--- src/rtl/number_divisibility_scanner_if.sv ---
// Handshake bundle for the divisibility scanner: request side (start/num)
// and result side (ready/busy/done/LED).
interface number_divisibility_scanner_if #(
    parameter int WIDTH   = 8,
    parameter int NUM_DIV = 5
);
    logic               start;
    logic [WIDTH-1:0]   num;
    logic               ready;
    logic               busy;
    logic               done;
    logic [NUM_DIV-1:0] LED;

    modport master (
        output start, num,
        input  ready, busy, done, LED
    );

    modport slave (
        input  start, num,
        output ready, busy, done, LED
    );
endinterface

--- src/rtl/number_divisibility_scanner.sv ---
// Bit-serial divisibility tester: shifts num in MSB-first and keeps one running
// residue per divisor; LED[i] reports divisibility by field i when the scan ends.
module number_divisibility_scanner #(
    parameter int                         WIDTH    = 8,
    parameter int                         NUM_DIV  = 5,
    parameter int                         DIV_W    = 5,
    parameter logic [NUM_DIV*DIV_W-1:0]   DIVISORS = {5'd2, 5'd3, 5'd4, 5'd5, 5'd30}
) (
    input  logic                          clk,
    input  logic                          reset,
    number_divisibility_scanner_if.slave  bus
);

    localparam int CNT_W = (WIDTH > 1) ? $clog2(WIDTH) : 1;

    typedef enum logic {
        IDLE,
        SCAN
    } state_t;

    state_t             state_q, state_d;
    logic [WIDTH-1:0]   shreg_q;
    logic [DIV_W-1:0]   res_q [NUM_DIV];
    logic [DIV_W-1:0]   res_d [NUM_DIV];
    logic [CNT_W-1:0]   cnt_q;
    logic [NUM_DIV-1:0] led_q, led_d;
    logic               done_q;
    logic               ready_c;
    logic               accept;
    logic               last_bit;
    logic               scan_bit;

    // One MSB-first step: r' = (2r + b) mod d. Since r < d, one subtract suffices.
    function automatic logic [DIV_W-1:0] residue_step(
        input logic [DIV_W-1:0] r,
        input logic             b,
        input logic [DIV_W-1:0] d
    );
        logic [DIV_W:0] t;
        t = {r, b};
        if (d == '0)
            return '0;
        if (t >= {1'b0, d})
            return DIV_W'(t - {1'b0, d});
        return t[DIV_W-1:0];
    endfunction

    // NOTE: every signal driven here gets a default first, so no path can infer a latch.
    always_comb begin
        state_d  = state_q;
        ready_c  = 1'b0;
        accept   = 1'b0;
        last_bit = 1'b0;
        case (state_q)
            IDLE: begin
                ready_c = 1'b1;
                if (bus.start) begin
                    accept  = 1'b1;
                    state_d = SCAN;
                end
            end
            SCAN: begin
                last_bit = (cnt_q == '0);
                if (last_bit)
                    state_d = IDLE;
            end
            default: state_d = IDLE;
        endcase
    end

    assign scan_bit = shreg_q[WIDTH-1];

    always_comb begin
        for (int i = 0; i < NUM_DIV; i++) begin
            res_d[i] = residue_step(res_q[i], scan_bit, DIVISORS[i*DIV_W +: DIV_W]);
            // A zero divisor is illegal and always reports "not divisible".
            led_d[i] = (DIVISORS[i*DIV_W +: DIV_W] != '0) && (res_d[i] == '0);
        end
    end

    // NOTE: state is updated with non-blocking assignments so all registers see pre-edge values.
    always_ff @(posedge clk) begin
        if (reset)
            state_q <= IDLE;
        else
            state_q <= state_d;
    end

    always_ff @(posedge clk) begin
        if (reset) begin
            shreg_q <= '0;
            cnt_q   <= '0;
            led_q   <= '0;
            done_q  <= 1'b0;
            // NOTE: the residue array is a handful of flops, not a RAM, so resetting it is cheap and keeps state defined.
            for (int i = 0; i < NUM_DIV; i++)
                res_q[i] <= '0;
        end else begin
            done_q <= 1'b0;
            if (accept) begin
                shreg_q <= bus.num;
                cnt_q   <= CNT_W'(WIDTH - 1);
                for (int i = 0; i < NUM_DIV; i++)
                    res_q[i] <= '0;
            end else if (state_q == SCAN) begin
                shreg_q <= shreg_q << 1;
                cnt_q   <= cnt_q - CNT_W'(1);
                for (int i = 0; i < NUM_DIV; i++)
                    res_q[i] <= res_d[i];
                if (last_bit) begin
                    led_q  <= led_d;
                    done_q <= 1'b1;
                end
            end
        end
    end

    assign bus.ready = ready_c;
    assign bus.busy  = ~ready_c;
    assign bus.done  = done_q;
    assign bus.LED   = led_q;

    // Invariants the single-subtract residue update depends on.
    always_ff @(posedge clk) begin
        if (!reset) begin
            assert (!done_q || state_q == IDLE);
            for (int i = 0; i < NUM_DIV; i++) begin
                if (DIVISORS[i*DIV_W +: DIV_W] != '0)
                    assert (res_q[i] < DIVISORS[i*DIV_W +: DIV_W]);
            end
        end
    end

endmodule

--- src/flat_wrapper.sv ---
// flat-port wrapper written by rule: the top's interface ports become plain ports
module number_divisibility_scanner_flat 
#(
    parameter int                         WIDTH    = 8,
    parameter int                         NUM_DIV  = 5,
    parameter int                         DIV_W    = 5,
    parameter logic [NUM_DIV*DIV_W-1:0]   DIVISORS = {5'd2, 5'd3, 5'd4, 5'd5, 5'd30}
)
  (clk, reset, bus_start, bus_num, bus_ready, bus_busy, bus_done, bus_LED);
  number_divisibility_scanner_if #(.WIDTH(WIDTH), .NUM_DIV(NUM_DIV)) bus_i ();
  input  logic clk;
  input  logic reset;
  input wire logic [$bits(bus_i.start)-1:0] bus_start;
  input wire logic [$bits(bus_i.num)-1:0] bus_num;
  output wire logic [$bits(bus_i.ready)-1:0] bus_ready;
  output wire logic [$bits(bus_i.busy)-1:0] bus_busy;
  output wire logic [$bits(bus_i.done)-1:0] bus_done;
  output wire logic [$bits(bus_i.LED)-1:0] bus_LED;
  assign bus_i.start = bus_start;
  assign bus_i.num = bus_num;
  assign bus_ready = bus_i.ready;
  assign bus_busy = bus_i.busy;
  assign bus_done = bus_i.done;
  assign bus_LED = bus_i.LED;
  number_divisibility_scanner #(.WIDTH(WIDTH), .NUM_DIV(NUM_DIV), .DIV_W(DIV_W), .DIVISORS(DIVISORS)) u_core (.clk(clk), .reset(reset), .bus(bus_i));
endmodule
--- config.mk ---
export PLATFORM = sky130hd
export DESIGN_NAME = number_divisibility_scanner_flat
export DESIGN_NICKNAME = d
export VERILOG_FILES = /design/src/rtl/number_divisibility_scanner_if.sv /design/src/rtl/number_divisibility_scanner.sv /design/src/flat_wrapper.sv
export SDC_FILE = /design/constraint.sdc
export NUM_CORES = 1
export LEC_CHECK = 0
export ABC_AREA = 0
export BUFFER_PORTS_ARGS = -buffer_cell sky130_fd_sc_hd__buf_2
export CORE_UTILIZATION = 53
export CTS_CLUSTER_DIAMETER = 200
export DETAILED_ROUTE_END_ITERATION = 16
export PLACE_DENSITY = 0.73
export REMOVE_ABC_BUFFERS = 1
export SLEW_MARGIN = 15
export SYNTH_ARGS = -nofsm -noshare
export SYNTH_HDL_FRONTEND = slang
export SYNTH_SLANG_ARGS = --single-unit
--- constraint.sdc ---
create_clock -name clk -period 1.9 [get_ports clk]
set_input_delay 0.38 -clock clk [delete_from_list [all_inputs] [get_ports clk]]
set_output_delay 0.38 -clock clk [all_outputs]
set_load 0.005 [all_outputs]
==> results summary, run 1 <==
Counting flops with a built-in enable in the synthesized netlist gives 23. In the final routed layout, each cell accounts on average for 13.9 µm. The global-route wire length before repair came out at 6.94 mm. The total number of nets in the final design came out at approximately 270. The instance count along the most critical hold path is 3. Adding up every negative setup slack in the final design gives 0 ns. The routed wire length came out at 4.11 mm. The smallest clock period supported by the final layout is computed as 1.78 ns. The detailed-route via count came out at 1651. The proportion of layout cells with a drive suffix above 1 came out at 17.7%. The reported max-cap violation count came out at 0.

The commonest cells after synthesis are 35 x sky130_fd_sc_hd__nor2_1, 23 x sky130_fd_sc_hd__edfxtp_1, 18 x sky130_fd_sc_hd__dfxtp_1, 15 x sky130_fd_sc_hd__a21oi_1. The clock-pin slew on the worst setup and hold paths is 0.08 ns. The count of buffers inserted at the top-level ports came out at 18. The number of DRC markers in iteration 0 is 94. Buffers inserted to repair hold after CTS numbered 0. The average size of a mapped cell came out at 9.80 µm². The layout has 319 filler cells.

The clock buffer count from CTS is 5. The full die area is 4350 µm². The cell row count came out at 22.

STA classifies the critical path startpoint as a register. The data required time at the worst endpoint came out at 2.07 ns. Data on the critical path arrives at its endpoint at 1.95 ns. The floorplan die height came out at 65.9 µm. In the finished design, the share of the clock period the worst path needs comes to about 94%. The origin of the worst min-delay path is bus_num[0].

Synthesis handed over a netlist of 221 instances. Sorting the synthesized cells by area gives the leading types as sky130_fd_sc_hd__edfxtp_1 32%, sky130_fd_sc_hd__dfxtp_1 17%, sky130_fd_sc_hd__mux2i_1 6.5%, sky130_fd_sc_hd__nor2_1 6.1%, sky130_fd_sc_hd__ha_1 4.6%. The slowest stage of the critical path belongs to the cell sky130_fd_sc_hd__edfxtp_1.

The number of different library cells in the post-synthesis netlist is 46. The worst-skew pair later-pin latency is around 0.30 ns. The buffers inserted during post-CTS setup optimization came out at 0. The width of the chip came out at between 60 and 70 µm. The startpoint identified for the worst register-to-register timing path is u_core.res_q[0][15]$_SDFFCE_PN0P_. Setup violations remaining at the end of the flow were counted as 0. Traced cell by cell, the critical path runs through ha_1 > or2_1 > nor4b_1 > a31oi_1 > o41ai_1.

The number of instances resized during post-cts repair is 0. Once placement finished, the instance area stood at 2360 µm². The worst-case clock skew is 0.00954 ns. The sum of net half-perimeters after detailed placement came out at 3.01 mm. Entering global routing, the biggest net connects 24 pins. The final count of pins violating max slew is 0. The normalized max-slew margin is about 73%. The worst-case clock buffer depth came out at 2. The number of vias per cell is ~5.6. The worst reg-to-reg path cell count came out at 5.

The run finished with clean final reports. The sequential area share after synthesis came out at 48.5%. The worst hold path belongs to the class primary input to register. The total power density per cell area is approximately 840 nW/µm². The final hold violation count is 0.

The initial standard-cell utilization of the core is 57.0%. After detailed routing, the number of remaining DRC violations is 0. The placer congestion estimate is 0.843. CTS built an H-tree with a depth of 2. The final cell area excluding filler cells came out at 2450 µm². The total global routing overflow came out at 0.

The most used standard cell by instance count after synthesis is sky130_fd_sc_hd__nor2_1. The leakage power total came out at between 1 and 1.5 nW. The mapped netlist covers 2170 µm². The worst setup path is of the register to register kind. The number of global-route vias before repair is ~1500. In this run the worst setup path begins at u_core.res_q[0][15]$_SDFFCE_PN0P_. The timing-limited maximum frequency came out at 0.563 GHz. TritonCTS built the clock tree. The number of synthesized register bits came out at 41. The fraction of synthesized cell area taken by the top area cell type is 31.9%. The number of warnings issued by yosys came out at 0. The most used flip-flop cell after synthesis is sky130_fd_sc_hd__edfxtp_1. The register-to-register setup slack is 0.12 ns. For the pin with the worst max-slew slack, the measured transition is 0.389 ns.

The number of search-and-repair iterations in the first detailed-routing pass is 4. The maximum vdd drop is slightly below 0.5 mV. Setup repair after global routing left no endpoint under its margin. For this design the top-level I/O count stands at 19. The overall routing resource usage came out at 21.7%. STA classifies the critical path endpoint as a register. The area inside the core boundary came out at 3800 µm². In the synthesized netlist the async set-or-reset flop fraction comes to 0%. The end point of the worst hold path is u_core.shreg_q[0]$_SDFFE_PP0P_. The synthesis-to-layout area growth came out at 13.3%. The remaining antenna violation count after routing came out at 0. The diode insertion count for antenna repair came out at 0.

The delay contributed by the slowest stage of the critical path came out at between 0.4 and 0.5 ns. The clock sink count came out at about 40. The largest area contributor in the netlist is sky130_fd_sc_hd__edfxtp_1.

The number of antenna violations at the first check in global routing came to 0. The critical-path maximum fanout came out at 5. In this run the critical register-to-register path is captured at u_core.bus.LED[3]$_SDFFE_PP0P_. In this run the clock root is driven by a sky130_fd_sc_hd__clkbuf_8.
-- area by class of cell --
cell class | instances | area [µm²] | area share [%]
timing repair buffer | 29 | 185 | 7.54
sequential | 41 | 1050 | 42.9
inverter | 14 | 52.6 | 2.14
clock buffer | 8 | 90.1 | 3.67
tap | 48 | 60.1 | 2.45
multi-input combinational | 156 | 1010 | 41.3
-- where the power goes --
group | total [mW] | switching (mW) | internal [mW]
clock | 0.583 | 0.287 | 0.296
combinational | 0.398 | 0.218 | 0.181
sequential | 1.07 | 0.0586 | 1.01
total | 2.05 | 0.563 | 1.49
-- worst max-delay path: cells and delay by family (launching register included) --
family,cells,cell delay [ns]
DFF,1,0.42
and+or+nand+nor,2,0.53
adders and majority gates,1,0.22
AOI/OAI and AO/OA,2,0.47
-- sequential cells by signal, indices dropped and copies added, names as in the netlist --
| signal | flops |
|---|---|
| u_core.cnt_q | 3 |
| u_core.bus.done | 1 |
| u_core.shreg_q | 8 |
| u_core.bus.busy | 1 |
| u_core.bus.LED | 5 |
| u_core.res_q | 23 |
-- metrics by stage --
| stage | worst slack (ns) | hold WS (ns) | total power, mW | instances | util (%) |
|---|---|---|---|---|---|
| after detailed placement | 0.0432 | 0.449 | 1.48 | 288 | 62.2 |
| after global placement | 0.174 | 0.443 | 1.47 | 288 | 62.2 |
| after CTS | 0.0152 | 0.375 | 2.07 | 296 | 64.6 |
| final | 0.123 | 0.387 | 2.05 | 296 | 64.6 |
| after floorplan | 0.0934 | 0.434 | 1.35 | 211 | - |
| after global routing | 0.0153 | 0.380 | 2.16 | 296 | 64.6 |
-- cells by family (layout without fill, tap and decap cells) --
logic type,count (synthesis),after routing,synth area share (%)
compound gates,46,46,14.0
mux,15,15,6.99
xor+xnor,5,5,2.02
buf+inv,24,51,4.62
fa+ha+maj,8,8,4.62
simple gates,82,82,19.2
flops,41,41,48.5
-- metal layers --
layer	global-route usage (%)	wire length (µm)	part of all wire (%)
met3	5.17	195	4.7
met1	27.4	1980	48
met4	8.15	61	1.5
met5	0	0	0
met2	35.7	1880	46
-- worst max path at each step --
stage / end / slack [ns] / cells past startpoint
6_report: u_core.bus.LED[3]$_SDFFE_PP0P_ / 0.12 / 5
5_1_grt: u_core.bus.LED[3]$_SDFFE_PP0P_ / 0.02 / 5
4_1_cts: u_core.bus.LED[3]$_SDFFE_PP0P_ / 0.02 / 5
3_5_place_dp: u_core.bus.LED[3]$_SDFFE_PP0P_ / 0.04 / 5
3_3_place_gp: u_core.res_q[0][9]$_SDFFCE_PN0P_ / 0.17 / 6
2_1_floorplan: u_core.bus.LED[0]$_SDFFE_PP0P_ / 0.09 / 5
-- cells in the final DEF (no fill, tap or decap), drive strengths merged, types with 9 or more instances in the layout --
| master | Yosys | final |
|---|---|---|
| nand2 | 9 | 9 |
| nor2 | 35 | 35 |
| buf | 5 | 29 |
| mux2i | 14 | 14 |
| nor3 | 10 | 10 |
| edfxtp | 23 | 23 |
| dfxtp | 18 | 18 |
| a21oi | 17 | 17 |
| inv | 14 | 14 |
Power figures use the tool's default switching activity.
==> run 2, diff against run 1 <==
CELL_PAD_IN_SITES_DETAIL_PLACEMENT = 1   (was unset)
CELL_PAD_IN_SITES_GLOBAL_PLACEMENT = 2   (was unset)
CORE_UTILIZATION = 34   (was 53)
CTS_BUF_LIST = sky130_fd_sc_hd__clkbuf_4 sky130_fd_sc_hd__clkbuf_8 sky130_fd_sc_hd__clkbuf_16   (was unset)
==> results summary, run 2 (synthesis results as in run 1) <==
The worst register-to-register path has a setup slack of 0.13 ns. The number of antenna violations at the first check in global routing is 0. The proportion of layout cells with a drive suffix above 1 is 19.1%.

The library cell used as clock root buffer is sky130_fd_sc_hd__clkbuf_8. The met3 routing resource usage after global routing came out at 4.00%. The switching power of the nets came out at 602 µW. The cell row count is 28.

The clock buffer count from CTS is 5. The non-filler instance count after layout is 326. In this run, the number of DRC markers left after iteration 0 of detailed routing was 33.

The largest net degree at the start of global routing is 24. The met1 routing resource usage after global routing is 19.7%. The number of gates resized after CTS was 0. The normalized max-slew margin is 73.5%. Leaving out fill and tap cells, the most frequent cells in the layout are 35 x sky130_fd_sc_hd__nor2_1, 23 x sky130_fd_sc_hd__edfxtp_1, 18 x sky130_fd_sc_hd__buf_2, 18 x sky130_fd_sc_hd__dfxtp_1, 15 x sky130_fd_sc_hd__a21oi_1.

The share of the cycle needed by the critical path after routing came out at 93.1%. Along the worst hold path, the cell count comes to 3. The floorplan die height is 81.8 µm. The maximum level of the CTS H-tree came out at 2.

The most flop-heavy register is u_core.res_q. The buffers inserted during post-CTS setup optimization is 0. TritonCTS built the clock tree.

The reported max-cap violation count came out at 0. The clock sink count came out at 41. The met2 demand-to-capacity share in global routing came out at 25.7%.

The data required time at the worst endpoint is 2.13 ns. The die covers roughly 6700 µm². The width of the chip is 81.8 µm. The number of global-route vias before repair is 1641.

The number of instances in the placed design is 318. The count of buffers inserted at the top-level ports is 18. The synthesis-to-layout area growth is 17.6%. The number of hold buffers added after cts came out at 0. The critical path goes through ha_1 > and4b_1 > nor3_4 > mux2_2 > o21ai_0. After global routing the overflow that remains totals 0. The type of element capturing the critical path is a register.

The class of the most critical setup path is register to register. The worst reg-to-reg path cell count came out at 5. The region available for standard cell placement spans 6030 µm². The pre-antenna-repair detailed-routing pass consisted of 4 iterations. The run finished with clean final reports.

In this run the deepest clock path goes through 2 buffers. In this run switching power makes up 25.9% of total power. Leaving out fill and tap cells, the most frequent cell in the layout is sky130_fd_sc_hd__nor2_1. For the final routed database, the setup TNS stands at 0 ns. The detail route stage leaves a number of antenna-violating nets equal to 0.

Across all layers, the routed design uses between 1500 and 2000 vias. In this run the worst hold path is classified as primary input to register. The mean routed wirelength per cell came out at 14.3 µm. The critical path depth in cells is 5. The setup violation total in the final timing report came out at 0. The final hold violation count is 0. The sequential share of power came out at 45.9%.

The initial standard-cell utilization of the core came out at 35.9%. The startpoint type of the worst setup path is a register. The flip-flop count of the largest register after layout came out at 23. The placer congestion estimate came out at 0.770. The HPWL after detailed placement is 3.41 mm. The number of vias per cell came out at 5.06.

Global routing consumed, over all layers together, roughly 16% of the routing resources. The global-route wire length before repair came out at 7.67 mm. The kind of cell with the highest combined delay along the critical path is simple AND/OR/NAND/NOR gates. Setup repair after global routing left no endpoint under its margin. The buffering stage count on the worst path with inverters included is 0. During I/O placement, the number of pins put on the boundary was 19. The arrival time reported for the critical path endpoint is 2.00 ns. The delay contributed by the slowest stage of the critical path came out at 0.44 ns. The worst-case clock skew came out at roughly 0.0062 ns.

The completed layout was analyzed and its total power is 2.32 mW. The routed wire length is 4.67 mm. The analysis attributes to cell leakage a power of ~1.1 nW. The busiest layer in global routing is met2. The slowest stage of the critical path belongs to the cell sky130_fd_sc_hd__edfxtp_1. The maximum vdd drop came out at 0.525 mV. The timing-limited maximum frequency came out at ~0.57 GHz. The total number of nets in the final design came out at 269. The minimum clock period came out at 1.77 ns. The critical-path maximum fanout came out at 5. Clock latency on the worst-skew pair, taken at its later pin, is 0.30 ns.

Internal power comes to 1.72 mW. The final count of pins violating max slew came out at 0. The combinational fraction of design power came out at 17.6%. The diode insertion count for antenna repair is 0. The clock-pin slew on the worst setup and hold paths is 0.08 ns. The clock network power share came out at 36.5%. The total DRC errors in the routed layout came out at 0. The slew of the pin with the lowest slew margin is 0.396 ns.

The total power density per cell area came out at 910 nW/µm².
## run 2: final cells by class
cell class	count	area (µm²)
timing repair buffer	32	195
inverter	14	52.6
multi-input combinational	156	1020
fill	706	3480
tap	75	93.8
sequential	41	1050
clock buffer	5	68.8
clock inverter	3	65.1
## run 2: path summary, 6_finish.rpt
path | end | from
worst min register to register | u_core.bus.LED[1]$_SDFFE_PP0P_ | u_core.bus.LED[1]$_SDFFE_PP0P_
worst min-delay path | u_core.shreg_q[0]$_SDFFE_PP0P_ | bus_num[0]
worst max-delay path | u_core.bus.LED[0]$_SDFFE_PP0P_ | u_core.res_q[0][1]$_SDFFCE_PN0P_
worst max register to register | u_core.bus.LED[0]$_SDFFE_PP0P_ | u_core.res_q[0][1]$_SDFFCE_PN0P_
## run 2: stage by stage
stage / utilization, % / setup slack (ns) / hold slack [ns] / area (µm²)
CTS: 42.2 / 0.0822 / 0.360 / 2540
global route: 42.3 / 0.00377 / 0.423 / 2550
global placement: 40.0 / 0.168 / 0.441 / 2410
finish: 42.3 / 0.131 / 0.362 / 2550
floorplan: - / 0.0934 / 0.434 / 2120
detailed placement: 40.0 / 0.114 / 0.439 / 2410
## run 2: per-layer routing
metal	share of wire [%]	vias up	wire, µm
li1	-	846	-
met1	49	773	2310
met2	46	24	2150
met3	3.1	6	147
met4	1.5	0	68
met5	0	-	0
## run 2: power groups by stage
stage	Sequential [mW]	Combinational, mW	Clock [mW]
2_1_floorplan	1.09	0.263	0
3_3_place_gp	1.08	0.414	0
3_5_place_dp	1.09	0.414	0
4_1_cts	1.07	0.417	0.873
5_1_grt	1.08	0.462	0.905
6_report	1.06	0.409	0.846
## run 2: worst register-to-register path: stages (launching register included)
cell	delay, ns
sky130_fd_sc_hd__edfxtp_1	0.44
sky130_fd_sc_hd__ha_1	0.26
sky130_fd_sc_hd__and4b_1	0.26
sky130_fd_sc_hd__nor3_4	0.24
sky130_fd_sc_hd__mux2_2	0.36
sky130_fd_sc_hd__o21ai_0	0.14
==> run 3, diff against run 2 <==
ABC_AREA = 1   (was 0)
CORE_UTILIZATION = 32   (was 34)
==> results summary, run 3 <==
The number of synthesized register bits came out at 41. The worst setup path is of the register to register kind. The maximum vdd drop is ~0.25 mV. For this run, the leading register cell type out of synthesis is sky130_fd_sc_hd__edfxtp_1. The total global routing overflow is 0. The flow ran to the end, and the final reports show no timing, DRC or antenna violations. The total number of nets in the final design is 323. The number of cells produced by synthesis is ~280. The flip-flop count of the largest register after layout is 23.

TritonCTS built the clock tree. The buffers inserted during post-CTS setup optimization came out at 0. The full die area came out at 7310 µm². Counting cells, the worst reg-to-reg path comes to 10. The data required time at the worst endpoint is about 2.1 ns. The largest net degree at the start of global routing came out at 24. The number of warnings issued by yosys came out at 0. The normalized max-slew margin is 66.0%.

The most common cell in the synthesized netlist is sky130_fd_sc_hd__nand2_1. The minimum clock period is 1.66 ns. The share of synthesized area in the top cell type comes to between 30% and 40%.

The final setup TNS is 0 ns. The sum of net half-perimeters after detailed placement came out at about 3.6 mm. The global-route wire length before repair came out at between 8 and 9 mm. The first detailed-routing pass took 4 iterations. The slew of the pin with the lowest slew margin is 0.508 ns. Leaving out fill and tap cells, the most frequent cells in the layout are 79 x sky130_fd_sc_hd__nand2_1, 35 x sky130_fd_sc_hd__inv_1, 35 x sky130_fd_sc_hd__nor2_1.

The mean routed wirelength per cell came out at ~13 µm. Relative to the synthesized area, the layout overhead comes to 14.0%. The worst-skew pair later-pin latency came out at 0.29 ns. The routed wire length is 4.82 mm.

The worst setup slack after layout came out at 0.240 ns. The diode insertion count for antenna repair is 0. The placer congestion estimate came out at between 0.7 and 0.8. Counting flops with an async set or reset pin after synthesis yields a share of 0%.

The cell row count is 30. The die is 85.5 µm tall. For this design the ratio of total power to cell area is 815 nW/µm².

The overall power consumption is 2.07 mW. After the first detailed-routing iteration, the DRC count stood at 72. The type of element capturing the critical path is a register. The worst-case clock skew is around 0.0026 ns. The share of the core filled with cells in the final layout came out at between 30% and 40%.

The total DRC errors in the routed layout is 0. The number of different library cells in the post-synthesis netlist is 33. The number of global-route vias before repair came out at 1885. The number of antenna violations at the first check in global routing came out at 0. The maximum level of the CTS H-tree is 2.

Detailed routing inserted a total of 1817 vias. The min-delay analysis places its worst path in the category primary input to register. For this run, the top clock speed supported by timing is 0.602 GHz. The final critical path takes up 87.4% of the cycle. The average size of a mapped cell came out at 8.02 µm². The area inside the core boundary is 6760 µm². The leakage power total is about 1.3 nW. Buffers placed on the I/O ports in this run total 18. The I/O pin count is 19.

The number of hold buffers added after cts came out at 0. The clock sink count came out at 41. Summing the sequential cell areas from Yosys gives 47.1% of the chip area. The overall routing resource usage is between 10% and 20%. Ranked by instance count, the synthesized netlist is headed by 79 x sky130_fd_sc_hd__nand2_1, 35 x sky130_fd_sc_hd__inv_1, 35 x sky130_fd_sc_hd__nor2_1, 23 x sky130_fd_sc_hd__edfxtp_1, 20 x sky130_fd_sc_hd__nand3_1. In this run the clock root is driven by a sky130_fd_sc_hd__clkbuf_8. The reported max-cap violation count is 0. The clock buffer count from CTS is 5. STA classifies the critical path startpoint as a register. The register with the most flip-flops in the final layout is u_core.res_q. By area the synthesized netlist is led by sky130_fd_sc_hd__edfxtp_1 31%, sky130_fd_sc_hd__dfxtp_1 16%, sky130_fd_sc_hd__nand2_1 13%, sky130_fd_sc_hd__inv_1 5.9%, sky130_fd_sc_hd__nor2_1 5.9%.

Setup violations remaining at the end of the flow were counted as 0. The final hold violation count is 0. The number of vias per cell is 4.72.

Setup repair after global routing left no endpoint under its margin. The count of flip-flops with a built-in enable after synthesis is 23. The remaining antenna violation count after routing is 0. The critical-path maximum fanout came out at 8.

Of all cell types, the one taking the most synthesized area is sky130_fd_sc_hd__edfxtp_1. The width of the chip is roughly 85 µm. After clock tree synthesis, the clock-pin slew on the worst setup and hold paths is approximately 0.08 ns. The mapped netlist covers 2230 µm². The initial standard-cell utilization of the core is 33.0%. The final count of pins violating max slew came out at 0. The worst-case clock buffer depth came out at 2. Of the cells placed in the final design, the portion with a size suffix greater than 1 is 17.4%.

The arrival time reported for the critical path endpoint came out at 1.85 ns. OpenSTA, run right after detailed placement, puts the worst setup slack at 0.228 ns. The library cell used most frequently in the layout, excluding fill and tap cells, is sky130_fd_sc_hd__nand2_1. The instance count along the most critical hold path is 2. The number of instances resized during post-cts repair is 0.
## run 3: worst paths after layout
check,start,to,slack (ns)
hold / removal,reset,u_core.cnt_q[2]$_SDFFE_PP0P_,0.30
hold reg to reg,u_core.bus.LED[2]$_SDFFE_PP0P_,u_core.bus.LED[2]$_SDFFE_PP0P_,0.46
setup / recovery,u_core.shreg_q[7]$_SDFFE_PP0P_,u_core.bus.LED[1]$_SDFFE_PP0P_,0.24
setup reg to reg,u_core.shreg_q[7]$_SDFFE_PP0P_,u_core.bus.LED[1]$_SDFFE_PP0P_,0.24
## run 3: cell type report
class | instances | area, µm²
sequential | 41 | 1050
multi-input combinational | 190 | 981
timing repair buffer | 25 | 168
clock buffer | 6 | 76.3
fill | 833 | 4210
clock inverter | 2 | 10.0
tap | 80 | 100
inverter | 41 | 156
## run 3: power by group
group	total (mW)	switching (mW)	internal [mW]
Combinational	0.435	0.270	0.164
Sequential	1.07	0.0541	1.01
Clock	0.573	0.304	0.269
Total	2.07	0.628	1.44
## run 3: kinds of logic after synthesis
logic type | after synthesis | share of synthesized area, %
xor+xnor | 6 | 2.69
buf+inv | 47 | 8.87
compound gates | 22 | 5.67
simple gates | 154 | 31.1
fa+ha+maj | 8 | 4.49
flops | 41 | 47.1
## run 3: worst max-delay path, stage by stage, from the launching register on
cell	delay, ns
sky130_fd_sc_hd__dfxtp_1	0.56
sky130_fd_sc_hd__inv_4	0.09
sky130_fd_sc_hd__ha_1	0.23
sky130_fd_sc_hd__inv_1	0.07
sky130_fd_sc_hd__nand2_2	0.06
sky130_fd_sc_hd__nand3_1	0.08
sky130_fd_sc_hd__nor2_2	0.07
sky130_fd_sc_hd__a21oi_1	0.20
sky130_fd_sc_hd__nor2_1	0.07
sky130_fd_sc_hd__nand3_1	0.08
sky130_fd_sc_hd__nand2_1	0.05
## run 3: stage by stage
| stage | instances | hold slack, ns | instance area, µm² |
|---|---|---|---|
| after floorplan | 272 | 0.440 | 2190 |
| after global placement | 377 | 0.447 | 2460 |
| after detailed placement | 377 | 0.448 | 2460 |
| after CTS | 385 | 0.290 | 2540 |
| after global routing | 385 | 0.296 | 2540 |
| final | 385 | 0.301 | 2540 |
## run 3: routing by layer
layer	part of all wire (%)	vias to the layer above	GRT usage, %	wire length, µm
li1	-	936	-	-
met5	0	-	0	0
met3	1.8	2	3.21	86
met1	49	867	20.3	2340
met2	49	12	25.5	2360
met4	0.64	0	4.09	31
